File: src/rtl/ifft_8_seq.sv
// Sequential 8-point radix-2 DIT inverse FFT with 1/8 scaling.
// One butterfly stage per clock; the frame is loaded bit-reversed and the result is held until consumed.
module ifft_8_seq #(
    parameter int N = 4,
    localparam int W = 2 ** N
) (
    input  logic         clk,
    input  logic         rst,
    input  logic         in_valid,
    output logic         in_ready,
    input  logic [W-1:0] in_0_r,
    input  logic [W-1:0] in_1_r,
    input  logic [W-1:0] in_2_r,
    input  logic [W-1:0] in_3_r,
    input  logic [W-1:0] in_4_r,
    input  logic [W-1:0] in_5_r,
    input  logic [W-1:0] in_6_r,
    input  logic [W-1:0] in_7_r,
    input  logic [W-1:0] in_0_i,
    input  logic [W-1:0] in_1_i,
    input  logic [W-1:0] in_2_i,
    input  logic [W-1:0] in_3_i,
    input  logic [W-1:0] in_4_i,
    input  logic [W-1:0] in_5_i,
    input  logic [W-1:0] in_6_i,
    input  logic [W-1:0] in_7_i,
    output logic         out_valid,
    input  logic         out_ready,
    output logic [W-1:0] out_0_r,
    output logic [W-1:0] out_1_r,
    output logic [W-1:0] out_2_r,
    output logic [W-1:0] out_3_r,
    output logic [W-1:0] out_4_r,
    output logic [W-1:0] out_5_r,
    output logic [W-1:0] out_6_r,
    output logic [W-1:0] out_7_r,
    output logic [W-1:0] out_0_i,
    output logic [W-1:0] out_1_i,
    output logic [W-1:0] out_2_i,
    output logic [W-1:0] out_3_i,
    output logic [W-1:0] out_4_i,
    output logic [W-1:0] out_5_i,
    output logic [W-1:0] out_6_i,
    output logic [W-1:0] out_7_i
);

    typedef enum logic [2:0] {IDLE, S1, S2, S3, DONE} state_t;

    localparam logic signed [W+9:0] C181 = (W+10)'(181);

    state_t              state;
    logic signed [W-1:0] in_r [8];
    logic signed [W-1:0] in_i [8];
    logic signed [W-1:0] a_r  [8];
    logic signed [W-1:0] a_i  [8];
    logic signed [W-1:0] n_r  [8];
    logic signed [W-1:0] n_i  [8];
    logic signed [W-1:0] o_r  [8];
    logic signed [W-1:0] o_i  [8];
    logic [4*W-1:0]      bf;

    assign in_r = '{in_0_r, in_1_r, in_2_r, in_3_r, in_4_r, in_5_r, in_6_r, in_7_r};
    assign in_i = '{in_0_i, in_1_i, in_2_i, in_3_i, in_4_i, in_5_i, in_6_i, in_7_i};

    assign {out_0_r, out_1_r, out_2_r, out_3_r} = {o_r[0], o_r[1], o_r[2], o_r[3]};
    assign {out_4_r, out_5_r, out_6_r, out_7_r} = {o_r[4], o_r[5], o_r[6], o_r[7]};
    assign {out_0_i, out_1_i, out_2_i, out_3_i} = {o_i[0], o_i[1], o_i[2], o_i[3]};
    assign {out_4_i, out_5_i, out_6_i, out_7_i} = {o_i[4], o_i[5], o_i[6], o_i[7]};

    assign in_ready = (state == IDLE) && !rst;

    function automatic logic [2:0] rev3(input logic [2:0] k);
        return {k[0], k[1], k[2]};
    endfunction

    // (v * 181) >>> 8 evaluated at full product width, result back in W+2 bits
    function automatic logic signed [W+1:0] mul_c(input logic signed [W+1:0] v);
        logic signed [W+9:0] p;
        p = $signed({{8{v[W+1]}}, v}) * C181;
        return (W+2)'(p >>> 8);
    endfunction

    // Scaled butterfly on (A,B) with twiddle W^-e; returns {A'r, A'i, B'r, B'i}
    function automatic logic [4*W-1:0] bfly(input logic signed [W-1:0] ar, ai, br, bi,
                                            input logic [1:0] e);
        logic signed [W+1:0] x, y, xa, ya, tr, ti;
        x  = {{2{br[W-1]}}, br};
        y  = {{2{bi[W-1]}}, bi};
        xa = {{2{ar[W-1]}}, ar};
        ya = {{2{ai[W-1]}}, ai};
        tr = x;
        ti = y;
        case (e)
            2'd1: begin tr = mul_c(x - y);  ti = mul_c(x + y); end
            2'd2: begin tr = -y;            ti = x;            end
            2'd3: begin tr = mul_c(-x - y); ti = mul_c(x - y); end
            default: ;
        endcase
        return {W'((xa + tr) >>> 1), W'((ya + ti) >>> 1),
                W'((xa - tr) >>> 1), W'((ya - ti) >>> 1)};
    endfunction

    always_comb begin
        n_r = a_r;
        n_i = a_i;
        bf  = '0;
        case (state)
            S1: for (int k = 0; k < 8; k += 2) begin
                bf = bfly(a_r[k], a_i[k], a_r[k+1], a_i[k+1], 2'd0);
                {n_r[k], n_i[k], n_r[k+1], n_i[k+1]} = bf;
            end
            S2: for (int k = 0; k < 2; k++) begin
                bf = bfly(a_r[k], a_i[k], a_r[k+2], a_i[k+2], (k == 1) ? 2'd2 : 2'd0);
                {n_r[k], n_i[k], n_r[k+2], n_i[k+2]} = bf;
                bf = bfly(a_r[k+4], a_i[k+4], a_r[k+6], a_i[k+6], (k == 1) ? 2'd2 : 2'd0);
                {n_r[k+4], n_i[k+4], n_r[k+6], n_i[k+6]} = bf;
            end
            S3: for (int k = 0; k < 4; k++) begin
                bf = bfly(a_r[k], a_i[k], a_r[k+4], a_i[k+4], 2'(k));
                {n_r[k], n_i[k], n_r[k+4], n_i[k+4]} = bf;
            end
            default: ;
        endcase
    end

    // Reset in any state discards the frame in flight and clears the presented result
    always_ff @(posedge clk) begin
        if (rst) begin
            state     <= IDLE;
            out_valid <= 1'b0;
            for (int k = 0; k < 8; k++) begin
                a_r[k] <= '0;
                a_i[k] <= '0;
                o_r[k] <= '0;
                o_i[k] <= '0;
            end
        end else begin
            case (state)
                IDLE: if (in_valid) begin
                    for (int k = 0; k < 8; k++) begin
                        a_r[k] <= in_r[rev3(3'(k))];
                        a_i[k] <= in_i[rev3(3'(k))];
                    end
                    state <= S1;
                end
                S1: begin
                    a_r   <= n_r;
                    a_i   <= n_i;
                    state <= S2;
                end
                S2: begin
                    a_r   <= n_r;
                    a_i   <= n_i;
                    state <= S3;
                end
                S3: begin
                    o_r       <= n_r;
                    o_i       <= n_i;
                    out_valid <= 1'b1;
                    state     <= DONE;
                end
                DONE: if (out_ready) begin
                    out_valid <= 1'b0;
                    state     <= IDLE;
                end
                default: state <= IDLE;
            endcase
        end
    end

endmodule

File: config.mk
export PLATFORM = sky130hd
export DESIGN_NAME = ifft_8_seq
export DESIGN_NICKNAME = d
export VERILOG_FILES = /design/src/rtl/ifft_8_seq.sv
export SDC_FILE = /design/constraint.sdc
export NUM_CORES = 2
export LEC_CHECK = 0
export CAP_MARGIN = 10
export CORE_MARGIN = 2
export CORE_UTILIZATION = 53
export CTS_BUF_LIST = sky130_fd_sc_hd__clkbuf_2
export CTS_CLUSTER_SIZE = 40
export DETAILED_ROUTE_END_ITERATION = 10
export PLACE_DENSITY = 0.78
export SYNTH_ARGS = -nofsm -noshare
export SYNTH_HDL_FRONTEND = slang
export SYNTH_SLANG_ARGS = --single-unit
File: constraint.sdc
create_clock -name clk -period 14.75 [get_ports clk]
set_clock_uncertainty 0.15 [all_clocks]
set_input_delay 2.2125 -clock clk [delete_from_list [all_inputs] [get_ports clk]]
set_output_delay 2.2125 -clock clk [all_outputs]
set_load 0.01 [all_outputs]
# [Word level (Yosys, flattened, before mapping)]
# Index checks and enable logic that the tools add are counted.
# W data, S select, Z words.
[word_totals] ff_bits=516 input_bits=260 output_inout_bits=258 wordCells=130
[op_classes] addsub=56 multipliers=4 eq_ne=6 n_mux=21 reduce_logical=9
[op_table] cell="$pmux W128 S2" count=4
[op_table] cell="$sub A16 B16 Y17" count=16
[op_table] cell="$mux W128" count=2
[op_table] cell="$add A16 B16 Y17" count=15
[op_table] cell="$add A16 B17 Y17" count=10
[op_table] cell="$mux W17" count=10
[op_table] cell="$sub A16 B17 Y17" count=10
[op_table] cell="$mul A17 B9 Y25 const B" count=3
[op_table] cell="$neg A16 Y17" count=3
[op_table] cell="$mul A18 B9 Y25 const B" count=1
[op_table] cell="$neg A16 Y18" count=1
[op_table] cell="$sub A18 B16 Y18" count=1
[op_table] cell="$pmux W3 S5" count=1
[op_table] cell="$eq A3 B2 Y1 const B" count=2
[op_table] cell="$mux W3" count=2
[op_table] cell="$reduce_and A2 Y1" count=3
[op_table] cell="$ne A2 B2 Y1 const B" count=2
[op_table] cell="$reduce_bool A2 Y1" count=2
[op_table] cell="$eq A3 B1 Y1 const B" count=1
[op_table] cell="$eq A3 B3 Y1 const B" count=1
[op_table] cell="$logic_not A3 Y1" count=1
[op_table] cell="$pmux W1 S2" count=1
[op_table] cell="$reduce_or A2 Y1" count=1
[op_table] cell="$logic_and A1 B1 Y1" count=1
[op_table] cell="other kinds (2)" count=2

# [Depth between registers and ports, before layout]
[depth] depth_word=7 ltp_mapped=42 ltp_nobuf=42

# [Worst setup path after synthesis]
# No wires, ideal clock.
[synth_path] path_type="register -> register" start="register a_i[33] (netlist bit)" end="register a_r[111] (netlist bit)" setup_time_ns=0.103 arrival_time_ns=8.506 t_required_ns=14.497 path_slack_ns=5.991 path_stages_with_launch=38 path_buffers=0 period_less_slack_ns=8.759 path_cell_list="dfxtp_1 inv_1 fa_1 a21o_1 a21oi_1 nor2_1 o22ai_1 nor2_1 o21a_1 or2_2 xnor2_1 ha_1 inv_1 fa_1 inv_1 fa_1 inv_1 fa_1 [... 2 more ...] a21o_1 a21oi_1 and2_1 nor2b_1 o21a_1 nor2_1 xor2_1 mux2i_1 ha_1 and2_1 a221o_1 a41oi_1 a211o_1 nor3b_1 or3_1 a21oi_1 xnor3_1 a2111oi_2"
[synth_via] elab_chain_len=6
[synth_lines] element="from (decl)" line="55" source="logic signed [W-1:0] a_i [8];"
[synth_lines] element="from (signal, indexed assignment)" line="142" source="a_i[k] <= in_i[rev3(3'(k))];"
[synth_lines] element="from (signal assigned)" line="148" source="a_i <= n_i;"
[synth_lines] element="from (signal assigned)" line="153" source="a_i <= n_i;"
[synth_lines] element="$sub A16 B16 Y17" line="94" source="2'd1: begin tr = mul_c(x - y); ti = mul_c(x + y); end"
[synth_lines] element="$mul A17 B9 Y25" line="79" source="p = $signed({{8{v[W+1]}}, v}) * C181;"
[synth_lines] element="$mux W17" line="107" source="case (state)"
[synth_lines] element="$add A16 B17 Y17" line="99" source="return {W'((xa + tr) >>> 1), W'((ya + ti) >>> 1),"
[synth_lines] element="$pmux W128 S2" line="107"
[synth_lines] element="$pmux W128 S2" line="138" source="case (state)"
[synth_lines] element="to (signal, indexed assignment)" line="141" source="a_r[k] <= in_r[rev3(3'(k))];"
[synth_lines] element="to (signal assigned)" line="147" source="a_r <= n_r;"
[synth_lines] element="to (signal assigned)" line="152" source="a_r <= n_r;"
[synth_lines] element="to (decl)" line="54" source="logic signed [W-1:0] a_r [8];"
# Every way passes these cells. The select of a mux whose other input is x is not followed.
# A chain may end at the register's enable or synchronous reset.

# [Final worst setup path]
# Ends and elaborated chain as after synthesis.

==> results.json <==
{
  "outcome": "finished clean",
  "antenna_left": 0,
  "fin_nets": 10100,
  "grt_max_degree": 154,
  "cts_root_buf": "clkbuf_2",
  "start_util": 0.533,
  "crit_required_ns": 16.04,
  "ys_top_cells_by_count": "inv_1, ha_1, a21oi_1",
  "ys_ff_latch": 516,
  "io_buffer_count": 517,
  "maxCapViolations": 0,
  "placed_cells": 10000,
  "path_clk_slew_ns": 0.11,
  "overflow": 0,
  "drtIter0Drc": 9488,
  "slew_headroom": 0.115,
  "netlist_area_mm2": 0.0629,
  "dp.final_hpwl_um": 237000,
  "wl_met3_um": 42000,
  "synth_edf_count": 0,
  "fin_util": 0.601,
  "fin_crit_sh": 0.684,
  "cts_hold_buf": 0,
  "grt_use_total": 0.477,
  "m1WireLength_um": 118000,
  "viasPerCell": 6.44,
  "fin_cells": 10300,
  "top_layer": "met5",
  "slew_violations": 0,
  "gp_congestion": 1.10,
  "timing.final.ws_setup_ns": 4.66,
  "syn-num-nets": 9653,
  "yosysWarnings": 0,
  "drc": 0,
  "tightestPinTransition_ns": 1.32,
  "clock_latency_ns": 1.70,
  "numCtsBuffers": 156,
  "wl_per_cell_um": 29.0,
  "yosys-top-cells-area": "ha_1, dfxtp_1, fa_1, xnor2_1, a21oi_1",
  "post_cts_buffers": 0,
  "setup_viol": 0,
  "antenna_found_initial": 29,
  "drive_above_1_share": 0.0472,
  "fmax_mhz": 99.1,
  "slowest_stage": "a21oi_1",
  "dr.pass1.iters": 9,
  "worstPathArrival_ns": 11.39,
  "die_h_um": 348,
  "cts.htree.levels": 4,
  "rsz0062_at_grt": "no",
  "post-route-min-period_ns": 10.09,
  "ys_seq_area_frac": 0.164,
  "crit_fanout": 9,
  "yosysTopAreaCellShare": 0.184,
  "dr_total_vias": 66500,
  "ys.flop_type": "dfxtp_1",
  "ys_types": 97,
  "synth_top_area_cell": "ha_1",
  "tns_ns": 0,
  "synth_most_common_cell": "inv_1",
  "cts_resized": 0,
  "async_reset_ff_frac": 0,
  "num_rows": 126,
  "syn_area_per_cell_um2": 7.62,
  "met2_length_um": 117000,
  "path_common_cell": "a21oi_1",
  "end_kind": "flop",
  "die-area_mm2": 0.121,
  "syn_inst": 8253,
  "min_path_type": "reg2reg",
  "ctsLongestPathBuffers": 3,
  "grt_pass1_wl_um": 422000,
  "cts_tree": "built",
  "cts_num_sinks": 516,
  "cp-start-kind": "flop",
  "hold_viol_final": 0,
  "path_class": "reg2reg",
  "core_area_mm2": 0.118,
  "post-place-ws_ns": 4.86,
  "syn_to_final_growth_pct": 12.7,
  "max_stage_delay_ns": 0.72,
  "wl_um": 299000,
  "first_global_vias": 61300,
  "die_x_um": 348,
  "io_pins": 518
}
==> critical path: cells and delay by family (launching register included) <==
kind,cells,cell delay [ns]
adders and majority gates,7,2.88
AOI/OAI and AO/OA,14,3.93
DFF,1,0.68
and+or+nand+nor,6,1.23
buffers and inverters,4,0.42
xor gates and xnor gates,2,0.54
muxes,1,0.13
==> routing by layer <==
layer | up-vias | GRT usage
met5 | - | 0
met4 | 29 | 0.294
met3 | 962 | 0.169
met2 | 4478 | 0.662
met1 | 31400 | 0.625
li1 | 29600 | -
==> registers in the layout, indices dropped and copies added (netlist names) <==
signal and flops:
a_i 128, a_r 128, out_0_i 16, out_0_r 16, out_1_i 16, out_1_r 16, out_2_i 16, out_2_r 16
out_3_i 16, out_3_r 16, out_4_i 16, out_4_r 16, out_5_i 16, out_5_r 16, out_6_i 16, out_6_r 16
out_7_i 16, out_7_r 16, out_valid 1, state 3
==> stage by stage <==
stage / hold slack [ns] / area (um^2)
6_report: 0.304 / 70900
5_1_grt: 0.328 / 70800
4_1_cts: 0.306 / 70800
3_5_place_dp: 0.294 / 69400
3_3_place_gp: 0.288 / 69400
2_1_floorplan: 0.305 / 62900
==> cell families (layout without fill, tap and decap cells) <==
kind of cell | count (synthesis) | count (layout) | share of synthesized area
AO/OA/AOI/OAI | 2351 | 2351 | 0.241
AND/OR/NAND/NOR | 2208 | 2208 | 0.158
buffers and inverters | 1290 | 1801 | 0.0772
adder cells (fa/ha/maj) | 1140 | 1140 | 0.253
XOR/XNOR | 680 | 680 | 0.0955
flip-flops | 516 | 516 | 0.164
multiplexers | 68 | 68 | 0.0109
other | 0 | 20 | 0
==> layout by cell type (no fill, tap or decap), drive strengths merged, types with 22 or more instances in the layout <==
cell type | Yosys | routed
nand2 | 710 | 710
and2 | 31 | 31
o31ai | 42 | 42
a31oi | 71 | 71
o211ai | 73 | 73
buf | 48 | 82
mux2i | 62 | 62
or3 | 63 | 63
xnor2 | 448 | 448
a21oi | 762 | 762
xor2 | 229 | 229
a311oi | 35 | 35
a22oi | 40 | 40
nor3 | 191 | 191
a221oi | 32 | 32
o21a | 71 | 71
ha | 924 | 924
o221ai | 64 | 64
a2111oi | 23 | 23
o21ai | 422 | 422
a211o | 22 | 22
a21o | 152 | 152
o22ai | 57 | 57
nor2 | 721 | 721
nor2b | 101 | 101
clkinv | 1 | 33
nor4 | 27 | 27
nand3 | 129 | 129
and3 | 55 | 55
clkbuf | 306 | 228
nand2b | 90 | 90
dfxtp | 516 | 516
a211oi | 188 | 188
a22o | 34 | 34
clkdlybuf4s50 | 0 | 516
o21bai | 83 | 83
o41ai | 25 | 25
inv | 935 | 940
fa | 216 | 216
==> layout make-up <==
class / count / area, um^2
Timing Repair Buffer: 598 / 5840
Clock inverter: 39 / 239
Clock buffer: 228 / 1140
Tap cell: 1536 / 1920
Sequential cell: 516 / 10300
Antenna cell: 20 / 50.0
Multi-Input combinational cell: 6447 / 47800
Inverter: 936 / 3510
Fill cell: 11000 / 47100
==> worst paths after layout <==
| path | startpoint | to | slack [ns] | cells past startpoint |
|---|---|---|---|---|
| max | a_i[33] | a_r[111] | 4.66 | 34 |
| min | out_3_i[9] | out_3_i[9] | 0.30 | 2 |
| max reg2reg | a_i[33] | a_r[111] | 4.66 | 34 |
| min reg2reg | out_3_i[9] | out_3_i[9] | 0.30 | 2 |
Power is not shown: default switching activity piles up to over one toggle a cycle in this logic, so the estimate is an artifact.
